<file path="config.mk">
export PLATFORM = sky130hd
export DESIGN_NAME = dac_sample_feeder
export DESIGN_NICKNAME = d
export VERILOG_FILES = /design/src/rtl/dac_pkg.sv /design/src/rtl/dac_sync_fifo.sv /design/src/rtl/dac_sample_feeder.sv
export SDC_FILE = /design/constraint.sdc
export NUM_CORES = 1
export LEC_CHECK = 0
export CAP_MARGIN = 20
export CORE_UTILIZATION = 51
export CTS_BUF_LIST = sky130_fd_sc_hd__clkbuf_2 sky130_fd_sc_hd__clkbuf_4 sky130_fd_sc_hd__clkbuf_8
export DETAILED_ROUTE_END_ITERATION = 12
export PLACE_DENSITY = 0.78
export SETUP_SLACK_MARGIN = 0.3
export SLEW_MARGIN = 20
export SYNTH_ARGS = -nofsm -noshare
export SYNTH_HDL_FRONTEND = slang
export SYNTH_SLANG_ARGS = --single-unit
</file>
<file path="constraint.sdc">
create_clock -name clk -period 3.3 [get_ports clk]
set_clock_uncertainty 0.15 [all_clocks]
set_input_delay 0.66 -clock clk [delete_from_list [all_inputs] [get_ports clk]]
set_output_delay 0.66 -clock clk [all_outputs]
set_load 0.005 [all_outputs]
</file>
<file path="src/rtl/dac_pkg.sv">
// Shared constants for the DAC sample feeder.
// Default code width, mid-scale code, FIFO depth and divider width.
package dac_pkg;

    localparam int DAC_W = 8;
    localparam logic [DAC_W-1:0] DAC_MIDSCALE = 8'h80;
    localparam int DAC_DEPTH = 4;
    localparam int DAC_DIV_W = 8;

    // Occupancy counter width: one extra bit so DEPTH itself fits.
    function automatic int level_width(input int depth);
        return $clog2(depth) + 1;
    endfunction

endpackage

</file>
<file path="src/rtl/dac_sync_fifo.sv">
// Parameterised synchronous FIFO with valid/ready write and pop strobe.
// Ports: clk, rst, wr_valid/wr_data/wr_ready, pop, head, level.
module dac_sync_fifo
    import dac_pkg::*;
#(
    parameter int DATA_W = DAC_W,
    parameter int DEPTH  = DAC_DEPTH,
    parameter int AW     = $clog2(DEPTH),
    parameter int LW     = level_width(DEPTH)
) (
    input  logic              clk,
    input  logic              rst,
    input  logic              wr_valid,
    input  logic [DATA_W-1:0] wr_data,
    output logic              wr_ready,
    input  logic              pop,
    output logic [DATA_W-1:0] head,
    output logic [LW-1:0]     level
);

    logic [DATA_W-1:0] mem [DEPTH];
    logic [AW-1:0]     wr_ptr;
    logic [AW-1:0]     rd_ptr;
    logic              push;
    logic              pop_ok;
    logic [LW-1:0]     level_next;

    // Full blocks writes even when a pop happens in the same cycle.
    assign wr_ready = (level != LW'(DEPTH));
    assign push     = wr_valid && wr_ready;
    assign pop_ok   = pop && (level != '0);
    assign head     = mem[rd_ptr];

    always_comb begin
        level_next = level;
        unique case ({push, pop_ok})
            2'b10:   level_next = level + LW'(1);
            2'b01:   level_next = level - LW'(1);
            default: level_next = level;
        endcase
    end

    // Storage needs no reset; level alone decides what is valid.
    always_ff @(posedge clk) begin
        if (push) begin
            mem[wr_ptr] <= wr_data;
        end
    end

    // Pointers wrap modulo DEPTH because DEPTH is a power of two.
    always_ff @(posedge clk) begin
        if (rst) begin
            wr_ptr <= '0;
            rd_ptr <= '0;
            level  <= '0;
        end else begin
            if (push) begin
                wr_ptr <= wr_ptr + AW'(1);
            end
            if (pop_ok) begin
                rd_ptr <= rd_ptr + AW'(1);
            end
            level <= level_next;
        end
    end

endmodule

</file>
<file path="src/rtl/dac_sample_feeder.sv">
// DAC front-end: buffers samples and releases one per div+1 cycles.
// Ports: clk, rst, wr_*, enable, div, clr_underrun, dac_code, dac_load, underrun, level.
module dac_sample_feeder
    import dac_pkg::*;
#(
    parameter int DATA_W = DAC_W,
    parameter int DEPTH  = DAC_DEPTH,
    parameter int DIV_W  = DAC_DIV_W
) (
    input  logic                     clk,
    input  logic                     rst,
    input  logic                     wr_valid,
    input  logic [DATA_W-1:0]        wr_data,
    output logic                     wr_ready,
    input  logic                     enable,
    input  logic [DIV_W-1:0]         div,
    input  logic                     clr_underrun,
    output logic [DATA_W-1:0]        dac_code,
    output logic                     dac_load,
    output logic                     underrun,
    output logic [$clog2(DEPTH):0]   level
);

    localparam int LW = $clog2(DEPTH) + 1;
    localparam logic [DATA_W-1:0] MIDSCALE = {1'b1, {(DATA_W-1){1'b0}}};

    logic [DIV_W-1:0]  cnt;
    logic [DIV_W-1:0]  cnt_next;
    logic              tick;
    logic              pop;
    logic              empty_tick;
    logic [DATA_W-1:0] head;
    logic [LW-1:0]     fifo_level;

    dac_sync_fifo #(
        .DATA_W (DATA_W),
        .DEPTH  (DEPTH)
    ) u_fifo (
        .clk      (clk),
        .rst      (rst),
        .wr_valid (wr_valid),
        .wr_data  (wr_data),
        .wr_ready (wr_ready),
        .pop      (pop),
        .head     (head),
        .level    (fifo_level)
    );

    assign level = fifo_level;

    // >= rather than == so a lowered div ends the current period at once.
    always_comb begin
        tick     = 1'b0;
        cnt_next = '0;
        if (enable) begin
            if (cnt >= div) begin
                tick     = 1'b1;
                cnt_next = '0;
            end else begin
                cnt_next = cnt + DIV_W'(1);
            end
        end
    end

    // Underrun looks at registered level only: a same-cycle write is not bypassed.
    assign pop        = tick && (fifo_level != '0);
    assign empty_tick = tick && (fifo_level == '0);

    always_ff @(posedge clk) begin
        if (rst) begin
            cnt <= '0;
        end else begin
            cnt <= cnt_next;
        end
    end

    always_ff @(posedge clk) begin
        if (rst) begin
            dac_code <= MIDSCALE;
            dac_load <= 1'b0;
        end else begin
            dac_load <= pop;
            if (pop) begin
                dac_code <= head;
            end
        end
    end

    // Setting wins over a coincident clear.
    always_ff @(posedge clk) begin
        if (rst) begin
            underrun <= 1'b0;
        end else if (empty_tick) begin
            underrun <= 1'b1;
        end else if (clr_underrun) begin
            underrun <= 1'b0;
        end
    end

endmodule
</file>
Yosys cells after proc, flatten, opt, wreduce, memory -nomap -nowiden
Memory sizes are Yosys's and may differ from the RTL's. A register that Yosys moved wholly into a read port is not among the register bits.
Cells that the tools add are included.
- register bits after elaboration: 17
- memory bits (writable): 32
- input port bits: 21
- memories kept: 1
- bitwise gates (word level): 1
- mux-type cells: 7
- magnitude comparators: 1
- reductions and logical operators: 9
- add/subtract/negate cells: 5
- equality and inequality tests: 3
- memories (memory ; words ; width ; rd ports ; clocked after Yosys merged registers in ; write ports ; RTL line ; text):
    u_fifo.mem ; 4 ; 8 ; 1 ; 1 ; 1 ; dac_sync_fifo.sv:21 ; logic [DATA_W-1:0] mem [DEPTH];
- operator list (cell ; number):
    adder 8 x 1 -> 8 bit (second input constant) ; 1
    greater-or-equal comparator 8 bit ; 1
    two-way mux 1 bit ; 6
    case mux 3 bit (2 select lines) ; 1
    adder 2 x 1 -> 2 bit (second input constant) ; 2
    logical AND 1 bit ; 4
    nonzero test 2 bit ; 2
    adder 3 x 1 -> 3 bit (second input constant) ; 1
    zero test 3 bit ; 1
    != test 3 bit (second input constant) ; 1
    nonzero test 3 bit ; 1
    OR reduction 3 bit ; 1
    subtractor 3 x 1 -> 3 bit (second input constant) ; 1
    equality test 2 x 1 -> 1 bit (second input constant) ; 1
    equality test 2 bit (second input constant) ; 1
    NOT 1 bit ; 1

Longest topological paths before layout
- depth in word-level cells: 7
- depth in mapped cells: 13
- depth with buffers taken out: 12

Modules after synthesis
A second synthesis with hierarchy kept.
- cells, all modules: 195
- area, all modules: 2602.5 um^2
- by module, submodules not included (module ; area each (um^2) ; cells each ; times used ; seq. area each (um^2)):
    dac_sync_fifo ; 1639.1 ; 93 ; 1 ; 1141.1
    dac_sample_feeder ; 963.4 ; 102 ; 1 ; 360.3

Worst setup path before layout
No wires, ideal clock.
- path kind: input port to flip-flop
- start point: input div[6]
- end point: register u_fifo.level[2]
- stages: 12
- setup slack: 157 ps
- required time: 3079 ps
- arrival: 2922 ps
- path buffers: 1
- cell sequence: inv_1 ha_1 nand4_1 o31a_4 buf_6 nor2_1 ha_1 inv_1 fa_1 xor2_1 or3_1 a21oi_1
- cells in the longest elaborated chain, start to end: 7
- elaborated cells on any way between the ends: 9
- classes of those cells: order compare: 1; eq/ne: 2; mux: 3; reduce/logical: 3
- ends and longest elaborated chain (what ; RTL line ; text):
    start: declaration ; dac_sample_feeder.sv:16 ; input logic [DIV_W-1:0] div,
    greater-or-equal comparator 8 bit * ; dac_sample_feeder.sv:56 ; if (cnt >= div) begin
    two-way mux 1 bit * ; dac_sample_feeder.sv:56 ;
    two-way mux 1 bit * ; dac_sample_feeder.sv:55 ; if (enable) begin
    logical AND 1 bit * ; dac_sample_feeder.sv:66 ; assign pop = tick && (fifo_level != '0);
    via pop ; dac_sample_feeder.sv:30 ; logic pop;
    logical AND 1 bit * ; dac_sync_fifo.sv:31 ; assign pop_ok = pop && (level != '0);
    equality test 2 x 1 -> 1 bit or equality test 2 bit (tied branches) ; dac_sync_fifo.sv:36 ; unique case ({push, pop_ok})
    case mux 3 bit (2 select lines) or nonzero test 2 bit (tied branches) ; -- ;
    end signal: assignment ; dac_sync_fifo.sv:63 ; level <= level_next;
    end: declaration ; dac_sync_fifo.sv:18 ; output logic [LW-1:0] level
The timed path passes the listed nets; every way through them passes the cells marked *.
A chain may end at the register's enable or synchronous reset.

Final worst setup path
Same ends and word-level chain as after synthesis.

==> impl_results.md <==
* Horizontal die dimension at between 70 and 80 µm
* R2R depth at 12
* Average via count per standard cell at 5.10
* Number of filler instances in the final layout at 365
* Kind of critical path: in -> reg
* Number of antenna violations at the first check in global routing at 0
* Type of the worst min-delay path: reg -> reg
* Synthesized Nets at 230
* Seq. cell area at 1460 µm²
* Total Routing Usage GR at 0.195
* Static leakage power at ~1.2 nW
* Gp weighted congestion at 0.751
* CTS tree: yes
* Hold Vio Cnt, Final at 0
* Total CTS buffers at 9
* Flip-flop and latch count after synthesis at 57
* Layout overhead on the synthesized area at 28.4%
* Total wire length at roughly 4600 µm
* Pwr/cell area at roughly 460 nW/µm²
* Required time of the critical path at 3.39 ns
* CTS H-tree depth at 3
* Pin count of the biggest net entering global routing at 21
* Post-route DRC violation count at 0
* Share of Yosys cell area claimed by the top area cell type at 0.383
* Synth warn at 0
* Clock transition at the registers of the reported paths at ~0.07 ns
* Cell-by-cell trace of the critical path: dlygate4sd2_1 > inv_2 > ha_4 > nand4_1 > o31a_4 > nor2_2 > ha_2 > inv_2 > fa_2 > xor2_1 > or3_1 > a21oi_1
* Pins over their slew limit at 0
* Number of buffers on the longest clock path at 2
* Gate count of the mapped netlist at between 150 and 200
* Commonest cells after routing, fill and taps aside: sky130_fd_sc_hd__edfxtp_1, sky130_fd_sc_hd__clkdlybuf4s50_1, sky130_fd_sc_hd__dfxtp_1
* Top-Level Pins at 35
* Root buffer cell: sky130_fd_sc_hd__clkbuf_8
* Fraction of layout instances using a drive strength above 1 at 0.224
* Worst reg-to-reg setup slack at 0.58 ns
* Multi-input gate area at just over 1000 µm²
* Number of clock sinks at 57
* FP Rows at 25
* Met2 routed WL at about 2200 µm
* Power consumption at 1.48 mW
* Final clock period utilization by the worst path at 0.879
* Run status: finished, final reports clean
* Synthesized cell area at between 2000 and 3000 µm²
* Leading cell type in the layout, fill and taps excluded: sky130_fd_sc_hd__edfxtp_1
* Synth Area per Inst at roughly 13 µm²
* Max-Cap Viols at 0
* Transition time of the tightest slew-check pin at about 0.75 ns
* Worst Setup Start Kind: primary input
* Initial core utilization at 0.531
* Remaining global-route overflow at 0
* Routed metal-1 wire length at about 2100 µm
* Maximum clock frequency at 345 MHz
* Core Region at about 4700 µm²
* Top cell family by delay on the critical path: adder cells
* Shortest clock period the worst path allows after layout at ~2.9 ns
* DR WL met3 at roughly 170 µm
* Final-report setup violation count at 0
* Die ar. at approximately 5200 µm²
* Worst slew slack as a fraction of its limit at 0.502
* Cell type with the highest aggregate area in the netlist: sky130_fd_sc_hd__edfxtp_1
* Number of hold buffers added after cts at 0
* DRC marker count from the first detailed-route iteration at between 90 and 100
* Peak supply drop at 0.299 mV
* Unrepaired setup endpoints after global routing: no
* Setup total negative slack at 0 ns
* Skew-Pair Late Insertion Delay at roughly 0.32 ns
* Crit path DAT at between 2 and 3 ns
* Delay of the slowest cell on the worst path at about 0.38 ns
* Part of the Yosys area used for sequential elements at 0.583
* Y dimension of the die at 72.1 µm
* Via count of the first global-routing pass at ~1600
* WL per Instance at 14.4 µm
* Number of buffers inserted by port buffering at 34
* Antenna cell count at 0
* Routed Antenna Nets at 0
* Number of cells traversed by the worst hold path at 2
* Worst path most repeated cell: sky130_fd_sc_hd__inv_2
* Post-route non-filler standard cell count at about 320
* Critical-path maximum fanout at 2
* Nature of the critical path endpoint: register
* Synth area leaders: sky130_fd_sc_hd__edfxtp_1, sky130_fd_sc_hd__dfxtp_1, sky130_fd_sc_hd__mux4_2
* Iteration count of the initial detailed-routing pass at 4
* Highest Signal Layer: met4
* Routed vias at 1617
* Number of stages on the worst setup path at 12
* Count of cell types in the netlist at 35
* Nets@finish at around 280
* Number of buffer and inverter instances along the worst setup path at 3
* Cell count after placement at 295
* Highest-delay cell along the critical path: sky130_fd_sc_hd__o31a_4
* Detailed-placement wirelength estimate at slightly above 3000 µm
* First-pass GRT wire length at 7270 µm
-- cells by family (layout without fill, tap and decap cells) --
kind of cell               after synthesis  in the layout  synth area share
DFF                                     57             57             0.583
buffers and inverters                   22             78            0.0369
muxes                                    9              9            0.0764
and+or+nand+nor                         52             52             0.110
AOI/OAI and AO/OA                       30             30            0.0844
xor gates and xnor gates                 9              9            0.0315
adders and majority gates               15             15            0.0779
-- timing repair --
action                                  CTS  global route
endpoints found under the setup margin    1             0
gates resized for setup                  16             0
buffers inserted                          6             0
hold endpoints to repair                  0             0
-- cell usage after synthesis --
cell type and count:
sky130_fd_sc_hd__mux2_1 1, sky130_fd_sc_hd__o21a_1 1, sky130_fd_sc_hd__o31ai_1 1, sky130_fd_sc_hd__nand3_1 12, sky130_fd_sc_hd__nand4_1 2, sky130_fd_sc_hd__o31a_4 1
sky130_fd_sc_hd__a2111oi_4 1, sky130_fd_sc_hd__and2_0 1, sky130_fd_sc_hd__or3_1 3, sky130_fd_sc_hd__nor2_2 1, sky130_fd_sc_hd__nand2b_4 1, sky130_fd_sc_hd__inv_1 15
sky130_fd_sc_hd__nand2_1 7, sky130_fd_sc_hd__o21ai_1 5, sky130_fd_sc_hd__mux4_2 8, sky130_fd_sc_hd__fa_1 1, sky130_fd_sc_hd__nand3b_4 1, sky130_fd_sc_hd__o21a_2 1
sky130_fd_sc_hd__buf_6 1, sky130_fd_sc_hd__and3_1 6, sky130_fd_sc_hd__a21oi_1 13, sky130_fd_sc_hd__buf_2 2, sky130_fd_sc_hd__xnor2_1 3, sky130_fd_sc_hd__dfxtp_1 25
sky130_fd_sc_hd__ha_1 14, sky130_fd_sc_hd__nor2b_1 1, sky130_fd_sc_hd__xor2_1 6, sky130_fd_sc_hd__and2_1 1, sky130_fd_sc_hd__nor2_1 15, sky130_fd_sc_hd__o31ai_4 1
sky130_fd_sc_hd__nor3_1 1, sky130_fd_sc_hd__o21ai_0 5, sky130_fd_sc_hd__a31oi_1 1, sky130_fd_sc_hd__edfxtp_1 32, sky130_fd_sc_hd__clkbuf_1 4
-- per-stage QoR --
stage	hold slack, ns	util	setup slack, ns	cell area, µm²
global placement	0.285	0.628	-0.0713	2970
detailed placement	0.289	0.628	-0.152	2970
global route	0.327	0.681	0.303	3220
CTS	0.305	0.681	0.413	3220
floorplan	0.276	-	0.244	2530
finish	0.303	0.681	0.399	3220
-- worst reg2reg max path: cells and delay by family (launching register included) --
kind	cells	cell delay [ns]
adder cells (fa/ha/maj)	3	0.79
AO/OA/AOI/OAI	3	0.50
buffers and inverters	2	0.10
XOR/XNOR	1	0.17
flip-flops	1	0.37
AND/OR/NAND/NOR	3	0.57
-- per-layer routing --
metal / vias to the layer above / track usage
met3: 9 / 0.0444
met5: - / 0
li1: 800 / -
met2: 44 / 0.303
met4: 0 / 0.118
met1: 764 / 0.251
-- worst paths after layout --
path	end	startpoint
hold / removal	underrun	underrun
setup reg to reg	u_fifo.level[2]	cnt[0]
setup / recovery	u_fifo.level[2]	div[6]
hold reg to reg	underrun	underrun
-- area by class of cell --
cell class | instances | area share
tap | 67 | 0.0261
timing repair buffer | 47 | 0.133
sequential | 57 | 0.454
inverter | 15 | 0.0175
clock buffer | 12 | 0.0475
clock inverter | 4 | 0.00622
multi-input combinational | 115 | 0.315
-- power breakdown --
group          internal, mW  switching, mW
registers             0.777         0.0110
clock network         0.304          0.255
logic                0.0654         0.0654
total                  1.15          0.332
-- registers in the layout (all words and copies together), names as in the netlist --
name / count
underrun: 1
u_fifo.wr_ptr: 2
dac_load: 1
cnt: 8
u_fifo.rd_ptr: 2
dac_code: 8
u_fifo.level: 3
u_fifo.mem: 32
Note: power is estimated with default switching activity, not from simulation.
